### src/rtl/wm_pkg.sv
// rtl/wm_pkg.sv - shared types, defaults and saturation helper for the watermark extractor
//
// Purpose: FSM state encoding, default parameter values and the overflow test
//          used when the signed quotient is clamped to the output width.
// Ports:   none (package).

package wm_pkg;

    localparam int DW_DEF        = 32;
    localparam int NUM_COEFF_DEF = 4096;
    localparam int CW_DEF        = 12;

    // Width of the magnitude fed to sat_needed; supports DW up to MAG_W-2.
    localparam int MAG_W = 64;

    typedef enum logic [1:0] {
        IDLE = 2'd0,
        DIV  = 2'd1,
        HOLD = 2'd2
    } wm_state_e;

    // True when sign/magnitude (neg, mag) does not fit a dw-bit two's-complement
    // value: positive limit is 2^(dw-1)-1, negative limit is -2^(dw-1).
    function automatic logic sat_needed(input logic             neg,
                                        input logic [MAG_W-1:0] mag,
                                        input int unsigned      dw);
        logic [MAG_W-1:0] lim;
        lim = MAG_W'(1) << (dw - 1);
        if (neg) begin
            return mag > lim;
        end
        return mag >= lim;
    endfunction

endpackage

### src/rtl/seq_divider.sv
// rtl/seq_divider.sv - restoring unsigned divider, (DW+1)-bit dividend by DW-bit divisor
//
// Purpose: one quotient bit per cycle, MSB first, DW+1 iterations per operation.
// Ports:
//   clk, rst          clock, synchronous active-high reset
//   start_i           load dividend/divisor and begin (ignored while busy)
//   dividend_i        unsigned dividend, DW+1 bits
//   divisor_i         unsigned divisor, DW bits
//   busy_o            iterations in progress
//   done_o            high during the final iteration cycle; quot_o is valid then
//   quot_o            quotient including the bit produced this cycle
//   dz_o              latched divisor is zero

module seq_divider #(
    parameter int DW = 32
) (
    input  logic          clk,
    input  logic          rst,
    input  logic          start_i,
    input  logic [DW:0]   dividend_i,
    input  logic [DW-1:0] divisor_i,
    output logic          busy_o,
    output logic          done_o,
    output logic [DW:0]   quot_o,
    output logic          dz_o
);

    localparam int ITER  = DW + 1;
    localparam int CNT_W = $clog2(ITER + 1);

    // dvd_q shifts the dividend out of its MSB while quotient bits enter at the LSB;
    // after ITER shifts it holds the full quotient.
    logic [DW:0]      dvd_q, dvd_d;
    logic [DW-1:0]    rem_q, rem_d;
    logic [DW-1:0]    dsr_q;
    logic [CNT_W-1:0] cnt_q;
    logic             busy_q;
    logic [DW:0]      trial;
    logic             ge;
    logic             last;

    always_comb begin
        trial = {rem_q, dvd_q[DW]};
        ge    = trial >= {1'b0, dsr_q};
        // When ge holds the difference is below the divisor, so the low DW bits suffice.
        rem_d = ge ? (trial[DW-1:0] - dsr_q) : trial[DW-1:0];
        dvd_d = {dvd_q[DW-1:0], ge};
        last  = busy_q && (cnt_q == CNT_W'(ITER - 1));
    end

    always_ff @(posedge clk) begin
        if (rst) begin
            busy_q <= 1'b0;
            cnt_q  <= '0;
            dvd_q  <= '0;
            rem_q  <= '0;
            dsr_q  <= '0;
        end else if (start_i && !busy_q) begin
            busy_q <= 1'b1;
            cnt_q  <= '0;
            dvd_q  <= dividend_i;
            rem_q  <= '0;
            dsr_q  <= divisor_i;
        end else if (busy_q) begin
            dvd_q <= dvd_d;
            rem_q <= rem_d;
            cnt_q <= cnt_q + CNT_W'(1);
            if (last) begin
                busy_q <= 1'b0;
            end
        end
    end

    assign busy_o = busy_q;
    assign done_o = last;
    assign quot_o = dvd_d;
    assign dz_o   = (dsr_q == '0);

endmodule

### src/rtl/wm_extractor.sv
// rtl/wm_extractor.sv - recovers LL2 = (LLNEW - LL1) / alpha with frame indexing
//
// Purpose: handshake FSM, sign handling, saturation and per-frame coefficient counter
//          around the sequential divider.
// Ports:
//   clk, rst                 clock, synchronous active-high reset
//   in_valid/in_ready        input pair handshake
//   LLNEW, LL1               signed watermarked / cover coefficients
//   alpha                    unsigned embedding strength, sampled with the pair
//   out_valid/out_ready      result handshake
//   LL2                      signed recovered coefficient
//   coeff_index              position of LL2 within the frame
//   frame_done               pulse on the handshake of the last coefficient of a frame
//   div_err, sat_err         sticky alpha==0 / clamping flags

module wm_extractor
    import wm_pkg::*;
#(
    parameter int DW        = DW_DEF,
    parameter int NUM_COEFF = NUM_COEFF_DEF,
    parameter int CW        = CW_DEF
) (
    input  logic          clk,
    input  logic          rst,
    input  logic          in_valid,
    output logic          in_ready,
    input  logic [DW-1:0] LLNEW,
    input  logic [DW-1:0] LL1,
    input  logic [DW-1:0] alpha,
    output logic          out_valid,
    input  logic          out_ready,
    output logic [DW-1:0] LL2,
    output logic [CW-1:0] coeff_index,
    output logic          frame_done,
    output logic          div_err,
    output logic          sat_err
);

    localparam logic [DW-1:0] POS_MAX = {1'b0, {(DW-1){1'b1}}};
    localparam logic [DW-1:0] NEG_MIN = {1'b1, {(DW-1){1'b0}}};

    wm_state_e     state_q, state_d;
    logic          neg_q;
    logic [DW-1:0] ll2_q;
    logic [CW-1:0] idx_q;
    logic          div_err_q;
    logic          sat_err_q;

    logic [DW:0]   diff;
    logic          neg_in;
    logic [DW:0]   mag_in;
    logic          capture;
    logic          out_hs;

    logic          div_busy;
    logic          div_done;
    logic [DW:0]   quot;
    logic          div_zero;

    logic          sat;
    logic [DW-1:0] q_signed;
    logic [DW-1:0] res;
    logic          sat_hit;

    // Difference at DW+1 bits cannot overflow; split into sign and magnitude.
    always_comb begin
        diff   = {LLNEW[DW-1], LLNEW} - {LL1[DW-1], LL1};
        neg_in = diff[DW];
        mag_in = neg_in ? (~diff + 1'b1) : diff;
    end

    assign capture = in_valid && (state_q == IDLE) && !div_busy;
    assign out_hs  = (state_q == HOLD) && out_ready;

    seq_divider #(
        .DW(DW)
    ) u_div (
        .clk       (clk),
        .rst       (rst),
        .start_i   (capture),
        .dividend_i(mag_in),
        .divisor_i (alpha),
        .busy_o    (div_busy),
        .done_o    (div_done),
        .quot_o    (quot),
        .dz_o      (div_zero)
    );

    // Final result is formed from the quotient bits of the last iteration, so it is
    // registered on the same edge that enters HOLD.
    always_comb begin
        sat      = sat_needed(neg_q, MAG_W'(quot), DW);
        q_signed = neg_q ? (~quot[DW-1:0] + 1'b1) : quot[DW-1:0];
        sat_hit  = !div_zero && sat;
        if (div_zero) begin
            res = '0;
        end else if (sat) begin
            res = neg_q ? NEG_MIN : POS_MAX;
        end else begin
            res = q_signed;
        end
    end

    // State register
    always_ff @(posedge clk) begin
        if (rst) begin
            state_q <= IDLE;
        end else begin
            state_q <= state_d;
        end
    end

    // Next-state logic
    always_comb begin
        state_d = state_q;
        case (state_q)
            IDLE:    if (capture)   state_d = DIV;
            DIV:     if (div_done)  state_d = HOLD;
            HOLD:    if (out_ready) state_d = IDLE;
            default:                state_d = IDLE;
        endcase
    end

    // Output logic
    always_comb begin
        in_ready   = (state_q == IDLE);
        out_valid  = (state_q == HOLD);
        frame_done = out_hs && (idx_q == CW'(NUM_COEFF - 1));
    end

    // Datapath registers
    always_ff @(posedge clk) begin
        if (rst) begin
            neg_q     <= 1'b0;
            ll2_q     <= '0;
            idx_q     <= '0;
            div_err_q <= 1'b0;
            sat_err_q <= 1'b0;
        end else begin
            if (capture) begin
                neg_q <= neg_in;
                if (alpha == '0) begin
                    div_err_q <= 1'b1;
                end
            end
            if ((state_q == DIV) && div_done) begin
                ll2_q <= res;
                if (sat_hit) begin
                    sat_err_q <= 1'b1;
                end
            end
            if (out_hs) begin
                idx_q <= (idx_q == CW'(NUM_COEFF - 1)) ? '0 : (idx_q + CW'(1));
            end
        end
    end

    assign LL2         = ll2_q;
    assign coeff_index = idx_q;
    assign div_err     = div_err_q;
    assign sat_err     = sat_err_q;

endmodule

### config.mk
export PLATFORM = sky130hd
export DESIGN_NAME = wm_extractor
export DESIGN_NICKNAME = d
export VERILOG_FILES = /design/src/rtl/wm_pkg.sv /design/src/rtl/seq_divider.sv /design/src/rtl/wm_extractor.sv
export SDC_FILE = /design/constraint.sdc
export NUM_CORES = 1
export LEC_CHECK = 0
export ABC_AREA = 0
export CAP_MARGIN = 25
export CORE_MARGIN = 2
export CORE_UTILIZATION = 41
export CTS_BUF_LIST = sky130_fd_sc_hd__clkbuf_8
export DETAILED_ROUTE_END_ITERATION = 8
export GPL_TIMING_DRIVEN = 0
export PLACE_DENSITY = 0.71
export SLEW_MARGIN = 25
export SYNTH_ARGS = -nofsm -noshare
export SYNTH_HDL_FRONTEND = slang
export SYNTH_SLANG_ARGS = --single-unit
### constraint.sdc
create_clock -name clk -period 4.9 [get_ports clk]
set_clock_uncertainty 0.1 [all_clocks]
set_input_delay 0.735 -clock clk [delete_from_list [all_inputs] [get_ports clk]]
set_output_delay 0.735 -clock clk [all_outputs]
set_load 0.01 [all_outputs]
==> results.py <==
metrics = {
    "clock_tree": {
        "htreeDepth": 4,
        "cts_buffer_depth": 2,
        "clk_pin_slew_ns": 0.09,
        "numCtsBuffers": 17,
        "postCtsHoldBufs": 0,
        "root_buffer": "clkbuf_8",
        "clkLatencyLatePin_ns": 0.48,
        "cts_tree": "built",
        "clock-sinks": 153,
    },
    "synth": {
        "yosys-top-cells-area": "dfxtp_1 27%, ha_1 7.5%, nand2_1 7.4%",
        "syn_avg_cell_area_um2": 7.26,
        "yosysMostFrequentCell": "nand2_1",
        "yosysUniqueCellTypes": 77,
        "syn_area_um2": 11500,
        "synth_top_area_share_pct": 26.7,
        "yosysTopAreaCell": "dfxtp_1",
        "synth_common_cells": "225 x nand2_1, 168 x nor2_1, 166 x a21oi_1",
        "synthFlopType": "dfxtp_1",
        "synth_nets": 1751,
        "syn_inst": 1580,
        "ys_async_sr_fraction_pct": 0,
        "synth-edff-count": 0,
        "ys_warn_count": 0,
        "ys_ff_latch": 153,
        "yosysSeqAreaShare_pct": 26.7,
    },
    "timing": {
        "timing.hold.ws_ns": 0.353,
        "fin_ws_ns": 0.117,
        "fin_crit_ns": 4.78,
        "setup_viol": 0,
        "worst_slew_pin_slew_ns": 0.813,
        "slew_violations": 0,
        "max_freq_mhz": 209,
        "hold_viol": 0,
        "fin_crit_sh_pct": 97.6,
        "slew_headroom_pct": 45.8,
        "fin_tns_setup_ns": 0,
    },
    "floorplanning": {
        "start_util_pct": 41.4,
        "dieWidth_um": 171,
        "die-height_um": 171,
        "num_rows": 61,
        "core_area_um2": 27700,
        "die_area_um2": 29300,
        "ios": 149,
    },
    "placement": {
        "pre_cts_slack_ns": -1.16,
        "portBuffers": 148,
        "hpwl_mm": 27.7,
        "dp_cells": 2106,
        "gp_congestion": 0.918,
    },
    "final_layout": {
        "seq_area_um2": 3070,
        "fill_cells": 2749,
        "antenna_cells": 0,
        "final_util_pct": 51.1,
        "syn_to_final_growth_pct": 23.3,
        "stdcell_count": 2152,
        "multi_input_area_um2": 7890,
        "layout-drive-gt1-share_pct": 6.82,
        "final_nets": 1932,
    },
    "drt": {
        "vias": 12100,
        "routed_via_density": 5.64,
        "drtIter0Drc": 855,
        "drc_errors": 0,
        "drtAntennaViolNets": 0,
        "drtPass1Iterations": 7,
        "wl_per_cell_um": 16.5,
        "drt-total-wl_mm": 35.5,
    },
    "pwr": {
        "p_leak_nw": 5.34,
        "power.ir.vdd_worst_uv": 198,
        "power_per_cell_area_nw_per_um2": 329,
    },
    "flow_run": {
        "cap_violations": 0,
    },
    "worst_setup_path": {
        "critPathMaxStageDelay_ns": 0.38,
        "cp-start-kind": "flop",
        "crit_fanout": 8,
        "end_kind": "flop",
        "path_delay_family": "compound AO/OA/AOI/OAI gates",
        "critical_path_buf_inv_count": 5,
        "worst-endpoint-required_ns": 5.21,
        "worst-setup-path-type": "reg2reg",
        "crit_arrival_ns": 5.09,
        "critPathSlowestCell": "or3_4",
    },
    "global_route": {
        "grt_max_degree": 17,
        "grt_first_pass_wirelength_mm": 56.9,
        "antenna_found_initial": 0,
        "gr-total-overflow": 0,
        "grt_pass1_vias": 11200,
        "grt_use_total_pct": 24.1,
    },
    "hold_path": {
        "hold_class": "reg2reg",
    },
    "outcome": {
        "status": "complete, no violations",
    },
}
==> placed cells by master (no fill, tap or decap), drive strengths merged, types with 20 or more instances in the layout <==
cell and n:
a211oi 37, a21o 20, a21oi 170, a311oi 21, buf 30, clkbuf 83
clkdlybuf4s50 148, dfxtp 153, ha 69, inv 109, nand2 226, nand3 21
nand4 20, nor2 168, nor3 23, nor4 24, o21ai 97, o31ai 22
or3 21, xnor2 62, xor2 40
==> area by class of cell <==
class	instances	area share [%]
clock inverter	15	1.19
multi-input combinational	1241	55.7
clock buffer	17	1.65
tap	378	3.34
buffer	82	2.41
sequential	153	21.7
inverter	104	2.76
timing repair buffer	162	11.2
==> worst paths after layout <==
path | depth (start not counted) | slack, ns | end | startpoint
setup / recovery | 25 | 0.12 | LL2[20] | u_div.dsr_q[1]
hold / removal | 2 | 0.35 | LL2[3] | LL2[3]
setup reg to reg | 25 | 0.12 | LL2[20] | u_div.dsr_q[1]
hold reg to reg | 2 | 0.35 | LL2[3] | LL2[3]
==> what timing repair did <==
item                                    CTS  global route
gates cloned                              0             0
endpoints found under the setup margin   33            32
resized for setup                        14            36
endpoints found under the hold margin     0             0
setup buffers                             6             8
pin swaps                                 5            18
==> registers in the layout (all words and copies together), names as in the netlist <==
| name | count |
|---|---|
| coeff_index | 12 |
| u_div.busy_o | 1 |
| u_div.cnt_q | 6 |
| div_err | 1 |
| u_div.rem_q | 32 |
| u_div.dvd_q | 33 |
| state_q | 2 |
| u_div.dsr_q | 32 |
| LL2 | 32 |
| sat_err | 1 |
| neg_q | 1 |
==> worst register-to-register path, stage by stage, from the launching register on <==
cell      delay, ns
dfxtp_4        0.37
inv_1          0.04
ha_1           0.30
nor2b_1        0.13
o21a_1         0.19
o21ai_2        0.27
a31oi_4        0.16
a21oi_4        0.24
o21bai_4       0.09
a221oi_2       0.32
o21ai_1        0.13
inv_2          0.10
buf_8          0.10
ha_1           0.14
inv_2          0.06
or3_4          0.38
buf_6          0.14
nor4_4         0.24
nand4_2        0.17
a21oi_4        0.28
nand2_4        0.15
a211oi_2       0.24
a211oi_2       0.07
nor2_1         0.15
a21oi_1        0.06
nor2_1         0.11
==> kinds of logic (layout without fill, tap and decap cells) <==
logic type	after synthesis	count (layout)	synth area share [%]
buffers and inverters	186	380	6.19
AND/OR/NAND/NOR	571	571	23.1
flip-flops	153	153	26.7
AO/OA/AOI/OAI	479	479	26.7
adder cells (fa/ha/maj)	71	71	7.87
multiplexers	18	18	1.60
XOR/XNOR	102	102	7.79
==> layer usage <==
layer,vias up,global-route usage (%),wire (um)
li1,5982,-,-
met1,5707,33.3,16700
met2,397,38.2,15700
met3,62,3.45,2140
met4,0,8.51,982
met5,-,0,0
==> stage by stage <==
stage          power, W  cell area (um^2)
5_1_grt         0.00495             14100
3_5_place_dp    0.00348             13400
2_1_floorplan   0.00291             11500
3_3_place_gp    0.00345             13400
6_report        0.00466             14100
4_1_cts         0.00452             13900
==> where the power goes <==
part           total [W]  internal, W  switching (W)
sequential       0.00144      0.00133       0.000117
combinational    0.00222     0.000906        0.00131
clock           0.000995     0.000463       0.000532
total            0.00466      0.00270        0.00196
Power figures use the tool's default switching activity.
